`config.mk`:
```
export PLATFORM = sky130hd
export DESIGN_NAME = axis_rotate_arbiter
export DESIGN_NICKNAME = d
export VERILOG_FILES = /design/src/rtl/axis_rotate_pkg.sv /design/src/rtl/rr_priority_select.sv /design/src/rtl/axis_rotate_arbiter.sv
export SDC_FILE = /design/constraint.sdc
export NUM_CORES = 1
export LEC_CHECK = 0
export CAP_MARGIN = 30
export CORE_MARGIN = 2
export CORE_UTILIZATION = 38
export CTS_CLUSTER_SIZE = 12
export DETAILED_ROUTE_END_ITERATION = 8
export GPL_TIMING_DRIVEN = 0
export PLACE_DENSITY = 0.88
export SYNTH_ARGS = -nofsm -noshare
export SYNTH_HDL_FRONTEND = slang
export SYNTH_SLANG_ARGS = --single-unit
```
`constraint.sdc`:
```
create_clock -name aclk -period 6.3 [get_ports aclk]
set_input_delay 0.945 -clock aclk [delete_from_list [all_inputs] [get_ports aclk]]
set_output_delay 0.945 -clock aclk [all_outputs]
set_load 0.03 [all_outputs]
```
`src/rtl/axis_rotate_pkg.sv`:
```
// Shared definitions for the axis_rotate front end.
//   arb_state_e : arbiter FSM states (IDLE waits for a request, LOCK owns a packet)
//   dir_bit     : index of the rotate-direction bit inside tuser
//   amt_mask    : mask that keeps the rotation amount below the bytes-per-beat count
//   norm_tuser  : direction bit kept, amount reduced modulo DATA_WIDTH/8
package axis_rotate_pkg;

  typedef enum logic {
    IDLE = 1'b0,
    LOCK = 1'b1
  } arb_state_e;

  function automatic int dir_bit(input int tuser_w);
    return tuser_w - 1;
  endfunction

  // DATA_WIDTH/8 is a power of two, so "mod bytes" is a mask of the low bits.
  // The direction bit is excluded even if the byte count is unusually large.
  function automatic logic [31:0] amt_mask(input int data_w, input int tuser_w);
    return 32'((data_w / 8) - 1) & ((32'd1 << dir_bit(tuser_w)) - 32'd1);
  endfunction

  function automatic logic [31:0] norm_tuser(input logic [31:0] tuser,
                                             input int          data_w,
                                             input int          tuser_w);
    return (tuser & (32'd1 << dir_bit(tuser_w))) | (tuser & amt_mask(data_w, tuser_w));
  endfunction

endpackage

```
`src/rtl/rr_priority_select.sv`:
```
// Combinational round-robin picker.
//   req     : request vector, one bit per port
//   ptr     : highest-priority port this round
//   gnt     : one-hot grant (all zero when nothing requests)
//   gnt_idx : binary index of the granted port
module rr_priority_select #(
  parameter int NUM_PORTS = 4,
  parameter int ID_WIDTH  = 2
) (
  input  logic [NUM_PORTS-1:0] req,
  input  logic [ID_WIDTH-1:0]  ptr,
  output logic [NUM_PORTS-1:0] gnt,
  output logic [ID_WIDTH-1:0]  gnt_idx
);

  logic [ID_WIDTH-1:0] idx;

  // Walk from the farthest candidate back toward ptr so the closest
  // requester at or after ptr is the last one to overwrite the result.
  always_comb begin
    gnt     = '0;
    gnt_idx = '0;
    idx     = '0;
    for (int k = NUM_PORTS - 1; k >= 0; k--) begin
      idx = ID_WIDTH'((int'(ptr) + k) % NUM_PORTS);
      if (req[idx]) begin
        gnt      = '0;
        gnt[idx] = 1'b1;
        gnt_idx  = idx;
      end
    end
  end

endmodule

```
`src/rtl/axis_rotate_arbiter.sv`:
```
// Packet-granular round-robin arbiter in front of one axis_rotate engine.
// Locks onto one source until its tlast beat is accepted, normalises the
// rotate command and forwards beats through a one-deep output register.
//   aclk, areset       : clock, async active-high reset
//   s_axis_*           : NUM_PORTS flattened AXI-Stream slave ports
//   m_axis_t{data,user,valid,last,id}, m_axis_tready : master port to the engine
//   busy               : high while a packet is locked
module axis_rotate_arbiter
  import axis_rotate_pkg::*;
#(
  parameter int NUM_PORTS   = 4,
  parameter int DATA_WIDTH  = 32,
  parameter int TUSER_WIDTH = 8,
  parameter int ID_WIDTH    = 2
) (
  input  logic                             aclk,
  input  logic                             areset,
  input  logic [NUM_PORTS*DATA_WIDTH-1:0]  s_axis_tdata,
  input  logic [NUM_PORTS*TUSER_WIDTH-1:0] s_axis_tuser,
  input  logic [NUM_PORTS-1:0]             s_axis_tvalid,
  input  logic [NUM_PORTS-1:0]             s_axis_tlast,
  output logic [NUM_PORTS-1:0]             s_axis_tready,
  output logic [DATA_WIDTH-1:0]            m_axis_tdata,
  output logic [TUSER_WIDTH-1:0]           m_axis_tuser,
  output logic                             m_axis_tvalid,
  input  logic                             m_axis_tready,
  output logic                             m_axis_tlast,
  output logic [ID_WIDTH-1:0]              m_axis_tid,
  output logic                             busy
);

  arb_state_e state, state_nx;

  logic [ID_WIDTH-1:0]    grant, rr_ptr, pick_idx, grant_inc;
  logic [NUM_PORTS-1:0]   pick_oh;
  logic [DATA_WIDTH-1:0]  sel_data;
  logic [TUSER_WIDTH-1:0] sel_tuser;
  logic                   sel_valid, sel_last;
  logic                   out_free, src_hs;

  rr_priority_select #(
    .NUM_PORTS (NUM_PORTS),
    .ID_WIDTH  (ID_WIDTH)
  ) u_pick (
    .req     (s_axis_tvalid),
    .ptr     (rr_ptr),
    .gnt     (pick_oh),
    .gnt_idx (pick_idx)
  );

  // Source mux driven by the registered grant.
  assign sel_data  = s_axis_tdata[int'(grant)*DATA_WIDTH +: DATA_WIDTH];
  assign sel_tuser = s_axis_tuser[int'(grant)*TUSER_WIDTH +: TUSER_WIDTH];
  assign sel_valid = s_axis_tvalid[grant];
  assign sel_last  = s_axis_tlast[grant];

  // Output register can take a beat when empty or draining this cycle.
  assign out_free  = !m_axis_tvalid || m_axis_tready;
  assign src_hs    = (state == LOCK) && sel_valid && out_free;
  assign grant_inc = (grant == ID_WIDTH'(NUM_PORTS - 1)) ? '0 : grant + 1'b1;
  assign busy      = (state == LOCK);

  always_comb begin
    state_nx      = state;
    s_axis_tready = '0;
    unique case (state)
      IDLE: if (|pick_oh) state_nx = LOCK;
      LOCK: begin
        s_axis_tready[grant] = out_free;
        if (src_hs && sel_last) state_nx = IDLE;
      end
      default: state_nx = IDLE;
    endcase
  end

  always_ff @(posedge aclk or posedge areset) begin
    if (areset) begin
      state  <= IDLE;
      grant  <= '0;
      rr_ptr <= '0;
    end else begin
      state <= state_nx;
      if (state == IDLE && |pick_oh) grant <= pick_idx;
      if (src_hs && sel_last)        rr_ptr <= grant_inc;
    end
  end

  always_ff @(posedge aclk or posedge areset) begin
    if (areset) begin
      m_axis_tvalid <= 1'b0;
      m_axis_tdata  <= '0;
      m_axis_tuser  <= '0;
      m_axis_tlast  <= 1'b0;
      m_axis_tid    <= '0;
    end else if (src_hs) begin
      m_axis_tvalid <= 1'b1;
      m_axis_tdata  <= sel_data;
      m_axis_tuser  <= TUSER_WIDTH'(norm_tuser(32'(sel_tuser), DATA_WIDTH, TUSER_WIDTH));
      m_axis_tlast  <= sel_last;
      m_axis_tid    <= grant;
    end else if (m_axis_tready) begin
      m_axis_tvalid <= 1'b0;
    end
  end

endmodule

```
# After elaboration in Yosys (flattened, before gate mapping)
# Index checks and enable logic that the tools add are counted.
dict set report totals {
  elab_cells 78
  reg_bits 49
}
dict set report classes {
  n_mux 37
  order_cmp 10
  reduce_logical 13
  bitwise_logic 3
  n_shift 2
  n_addsub 4
  eq_ne 1
}
# op count
set ops {}
lappend ops {{variable part select 128 x 8 -> 32 bit} 1}
lappend ops {{variable part select 32 x 6 -> 8 bit} 1}
lappend ops {{2-to-1 mux 4 bit} 5}
lappend ops {{< comparator 2 x 3 -> 1 bit (second input constant)} 5}
lappend ops {{2-to-1 mux 1 bit} 15}
lappend ops {{binary-select mux 1 bit (select 2 bit)} 6}
lappend ops {{demux 1 bit (select 2 bit)} 5}
lappend ops {{>= comparator 2 x 1 -> 1 bit (second input constant)} 5}
lappend ops {{2-to-1 mux 2 bit} 5}
lappend ops {{logical AND 1 bit} 9}
lappend ops {{OR 8 x 2 -> 8 bit} 1}
lappend ops {{adder 2 x 1 -> 2 bit (second input constant)} 2}
lappend ops {{adder 2 bit (second input constant)} 2}
lappend ops {{AND 4 bit} 1}
lappend ops {{OR reduction 4 bit} 1}
lappend ops {{== test 2 bit (second input constant)} 1}
lappend ops {{case mux 1 bit (2 select lines)} 1}
lappend ops {{nonzero test 2 bit} 1}
lappend ops {{zero test 1 bit} 1}
lappend ops {{logical OR 1 bit} 1}
lappend ops {{inverter 1 bit} 1}

# Depth between registers and ports, before layout
dict set report logic_depth {
  ltp_word 12
  depth_mapped 8
  depth_no_buf 7
}

# Hierarchy
# From an unflattened synthesis, not the netlist that was laid out.
dict set report hier_totals {
  cells_unflattened 228
  hier_area_um2 3362.0
}
# mod area_per_inst_um2 cells_each seq_area_each_um2 n_inst
set by_module_without_submodules {}
lappend by_module_without_submodules {axis_rotate_arbiter 2866.5 168 1101.1 1}
lappend by_module_without_submodules {rr_priority_select 495.5 60 0.0 1}

# Worst setup path before layout
# OpenSTA, ideal clock, no wires.
dict set report synth_timing {
  kind {reg2out}
  startpoint {register grant[0]}
  endpoint {output port s_axis_tready[2]}
  arrival_ns 1.551
  required_time_ns 5.355
  path_stages_with_launch 6
  slack_ns 3.804
  path_buffers 2
  path_cell_list {dfrtp_1 > buf_2 > buf_2 > inv_1 > ha_1 > and3_1}
}
dict set report synth_between {
  elab_chain_cells 6
  word_cells_on_any_way 7
}
# item line_no
set synth_lines {}
lappend synth_lines {{start: declaration} axis_rotate_arbiter.sv:34} ;# logic [ID_WIDTH-1:0] grant, rr_ptr, pick_idx, grant_inc;
lappend synth_lines {{start signal: assignment} axis_rotate_arbiter.sv:83} ;# if (state == IDLE && |pick_oh) grant <= pick_idx;
lappend synth_lines {{< comparator 2 x 3 -> 1 bit (implied by the code) / >= comparator 2 x 1 -> 1 bit (equally long branches)} axis_rotate_arbiter.sv:69} ;# s_axis_tready[grant] = out_free;
lappend synth_lines {{logical AND 1 bit (implied by the code)} axis_rotate_arbiter.sv:69}
lappend synth_lines {{2-to-1 mux 1 bit (implied by the code)} axis_rotate_arbiter.sv:69}
lappend synth_lines {{demux 1 bit (select 2 bit) *} axis_rotate_arbiter.sv:69}
lappend synth_lines {{AND 4 bit (no source line) *} --}
lappend synth_lines {{2-to-1 mux 4 bit *} axis_rotate_arbiter.sv:66} ;# unique case (state)
lappend synth_lines {{end: declaration} axis_rotate_arbiter.sv:22} ;# output logic [NUM_PORTS-1:0] s_axis_tready,
# Mark *: on every way between the ends. The rest lies on a longest branch, timed or not.

# Worst setup path in the final report
# Ends and elaborated chain as after synthesis.

==> flow_summary_export.csv <==
group,metric,value,unit
global_route,grt.total_usage,0.214,
global_route,antenna_found_initial,0,
route,vias_per_cell,5.23,
sta,fin_crit_sh,0.569,
route,first_pass_iters,4,
power_and_ir_drop,finalPower,2280,µW
finish,nets,591,
route,drtIter0Drc,67,
route,vias,2671,
critical_path,cp.required,5.35,ns
synth,yosys.area.top_type,"dfrtp_1",
synth,synth_area_leaders,"dfrtp_1 36%, mux4_2 28%, mux2_2 14%",
sta,hold_viol_final,0,
power_and_ir_drop,power.density,438,nW/µm²
place,dp_hpwl,7480,µm
critical_path,cp_cell_sequence,"buf_2, buf_2, inv_1, ha_1, and3_1, clkdlybuf4s50_1",
synth,yosys_warnings,0,
sta,worst_slew_pin_slew,0.600,ns
cts,root_buffer,"clkbuf_8",
cts,cts_buffers,5,
critical_path,crit_path_max_fanout,10,
critical_path,start_kind,"flip-flop",
sta,maxSlewViolCount,0,
cts,ctsHoldBuffers,0,
synth,syn_area,3040,µm²
die,start_util,0.393,
synth,synth_edf_count,0,
sta,rsz0062_at_grt,"no",
sta,setup_viol,0,
place,routabilityCongestion,0.867,
cts,cts_max_level,2,
synth,yosysSeqAreaShare,0.363,
sta,setup_tns,0,ns
cts,insertion_delay,0.30,ns
critical_path,critPathSlowestCell,"clkdlybuf4s50_1",
critical_path,cpMostUsedCell,"buf_2",
global_route,grt_max_degree,28,
cts,max-clock-path-buffers,2,
cts,cts_tree,"done",
finish,multi_input_area,1800,µm²
finish,drive_gt1_frac,0.257,
synth,netlist.area_leader.share,0.363,
cts,post-cts-setup-buffer-count,0,
global_route,grt_pass1_vias,2953,
synth,async_flop_share,1.00,
run_status,outcome,"completed",
sta,maxSlewHeadroom,0.600,
die,num_rows,32,
synth,synth_cells,203,
sta,fin_skew,0.00761,ns
synth,synth_cell_type_count,31,
cts,ctsResizeCount,0,
route,wl,9080,µm
global_route,grt_pass1_wl,14200,µm
die,die-area,8720,µm²
cts,cts.sinks,44,
finish,layout.cells.non_filler,511,
critical_path,max_stage_delay,0.58,ns
critical_path,end_kind,"output port",
sta,finalCriticalPeriod,3.58,ns
power_and_ir_drop,p_leak,0.00208,µW
route,wl_per_cell,17.8,µm
critical_path,cp.arrival,2.64,ns
finish,area_growth,71.8,%
critical_path,worstSetupPathType,"reg -> out",
finish,antenna_cells,0,
global_route,overflow,0,
die,die_y,93.4,µm
sta,holdWs,0.494,ns
run,maxCapViolCount,0,
die,io_pins,220,
die,die_w,93.4,µm
die,coreArea,7730,µm²
route,ant_nets,0,
synth,synthFlopType,"dfrtp_1",
route,drc,0,
place,portBuffers,193,
hold_path,hold_class,"reg -> reg",
power_and_ir_drop,ir_worst_vdd,231,µV
sta,fmax,279,MHz
finish,nFillCells,583,
cts,clkTransAtPathRegs,0.08,ns
place,placedCellCount,503,
finish,utilization,0.675,
synth,synth.avg_cell_area,15.0,µm²
finish,final-seq-area,1100,µm²
synth,ys_seq_elements,44,
cells in the final DEF (no fill, tap or decap), drive strengths merged:
cell type        n
o31ai            1
nor4             2
mux2            38
and3             4
a22o             3
ha              12
nand2b           3
nand2            9
o21ai            4
dfrtp           44
nand3            1
nor2             5
clkbuf          11
mux2i            5
o311ai           1
a221oi           1
clkinv           1
o41ai            1
and2             1
nor2b            1
conb             5
a21oi            1
inv              5
clkdlybuf4s50  193
mux4            40
buf             16
a21o             1
registers in the layout, summed over array words and instances (netlist names):
signal	cells
rr_ptr	2
busy	1
m_axis_tuser	3
m_axis_tdata	32
grant	2
m_axis_tid	2
m_axis_tlast	1
m_axis_tvalid	1
Yosys cell counts (2+ instances only):
master	n
and3_1	4
mux4_1	2
nor2_1	5
mux2i_1	5
inv_1	5
nand2b_1	3
clkbuf_1	2
dfrtp_1	44
nor4_1	2
a22o_2	2
ha_1	12
mux4_2	38
o21ai_0	4
mux2_2	37
clkbuf_8	2
nand2_1	9
buf_2	8
buf_4	6
stage by stage:
stage	worst slack, ns	cell area [µm²]
floorplan	3.80	3050
global placement	2.93	5110
detailed placement	2.91	5130
CTS	2.67	5220
global route	2.53	5220
finish	2.72	5220
layer usage:
| layer | vias up | GRT usage | part of all wire |
|---|---|---|---|
| met5 | - | 0 | 0 |
| met2 | 134 | 0.397 | 0.54 |
| met4 | 0 | 0.0748 | 0.026 |
| li1 | 1195 | - | - |
| met1 | 1326 | 0.227 | 0.34 |
| met3 | 16 | 0.0645 | 0.086 |
worst max-delay path, delay by kind of cell, from the launching register on:
| kind | cells | cell delay, ns |
|---|---|---|
| adders and majority gates | 1 | 0.22 |
| and+or+nand+nor | 1 | 0.15 |
| buffers and inverters | 4 | 1.49 |
| DFF | 1 | 0.46 |
cell families after synthesis:
group / count (synthesis) / synth area share
muxes: 83 / 0.458
DFF: 44 / 0.363
and+or+nand+nor: 26 / 0.0416
buffers and inverters: 24 / 0.0495
AOI/OAI and AO/OA: 13 / 0.0375
adders and majority gates: 12 / 0.0495
other: 1 / 0.00124
worst paths after layout:
kind | from | end | slack [ns] | depth (start not counted)
setup / recovery | grant[0]$_DFFE_PP0P_ | s_axis_tready[2] | 2.72 | 6
hold / removal | m_axis_tid[0]$_DFFE_PP0P_ | m_axis_tid[0]$_DFFE_PP0P_ | 0.49 | 2
setup reg to reg | rr_ptr[0]$_DFFE_PP0P_ | grant[1]$_DFFE_PP0P_ | 3.67 | 7
hold reg to reg | m_axis_tid[0]$_DFFE_PP0P_ | m_axis_tid[0]$_DFFE_PP0P_ | 0.49 | 2
max in group asynchronous | areset | m_axis_tdata[10]$_DFFE_PP0P_ | 4.86 | 3
min in group asynchronous | areset | m_axis_tdata[21]$_DFFE_PP0P_ | 0.95 | 2
power by group:
part	internal [µW]	switching (µW)
Combinational	826	756
Sequential	432	97.8
Clock	79.2	93.9
cell type report:
| type | instances | share of cell area |
|---|---|---|
| buffer | 19 | 0.0252 |
| inverter | 5 | 0.00360 |
| clock buffer | 7 | 0.0146 |
| timing repair buffer | 194 | 0.374 |
| clock inverter | 1 | 0.00168 |
| tap | 102 | 0.0245 |
| multi-input combinational | 139 | 0.345 |
| sequential | 44 | 0.211 |
Power figures use the tool's default switching activity.
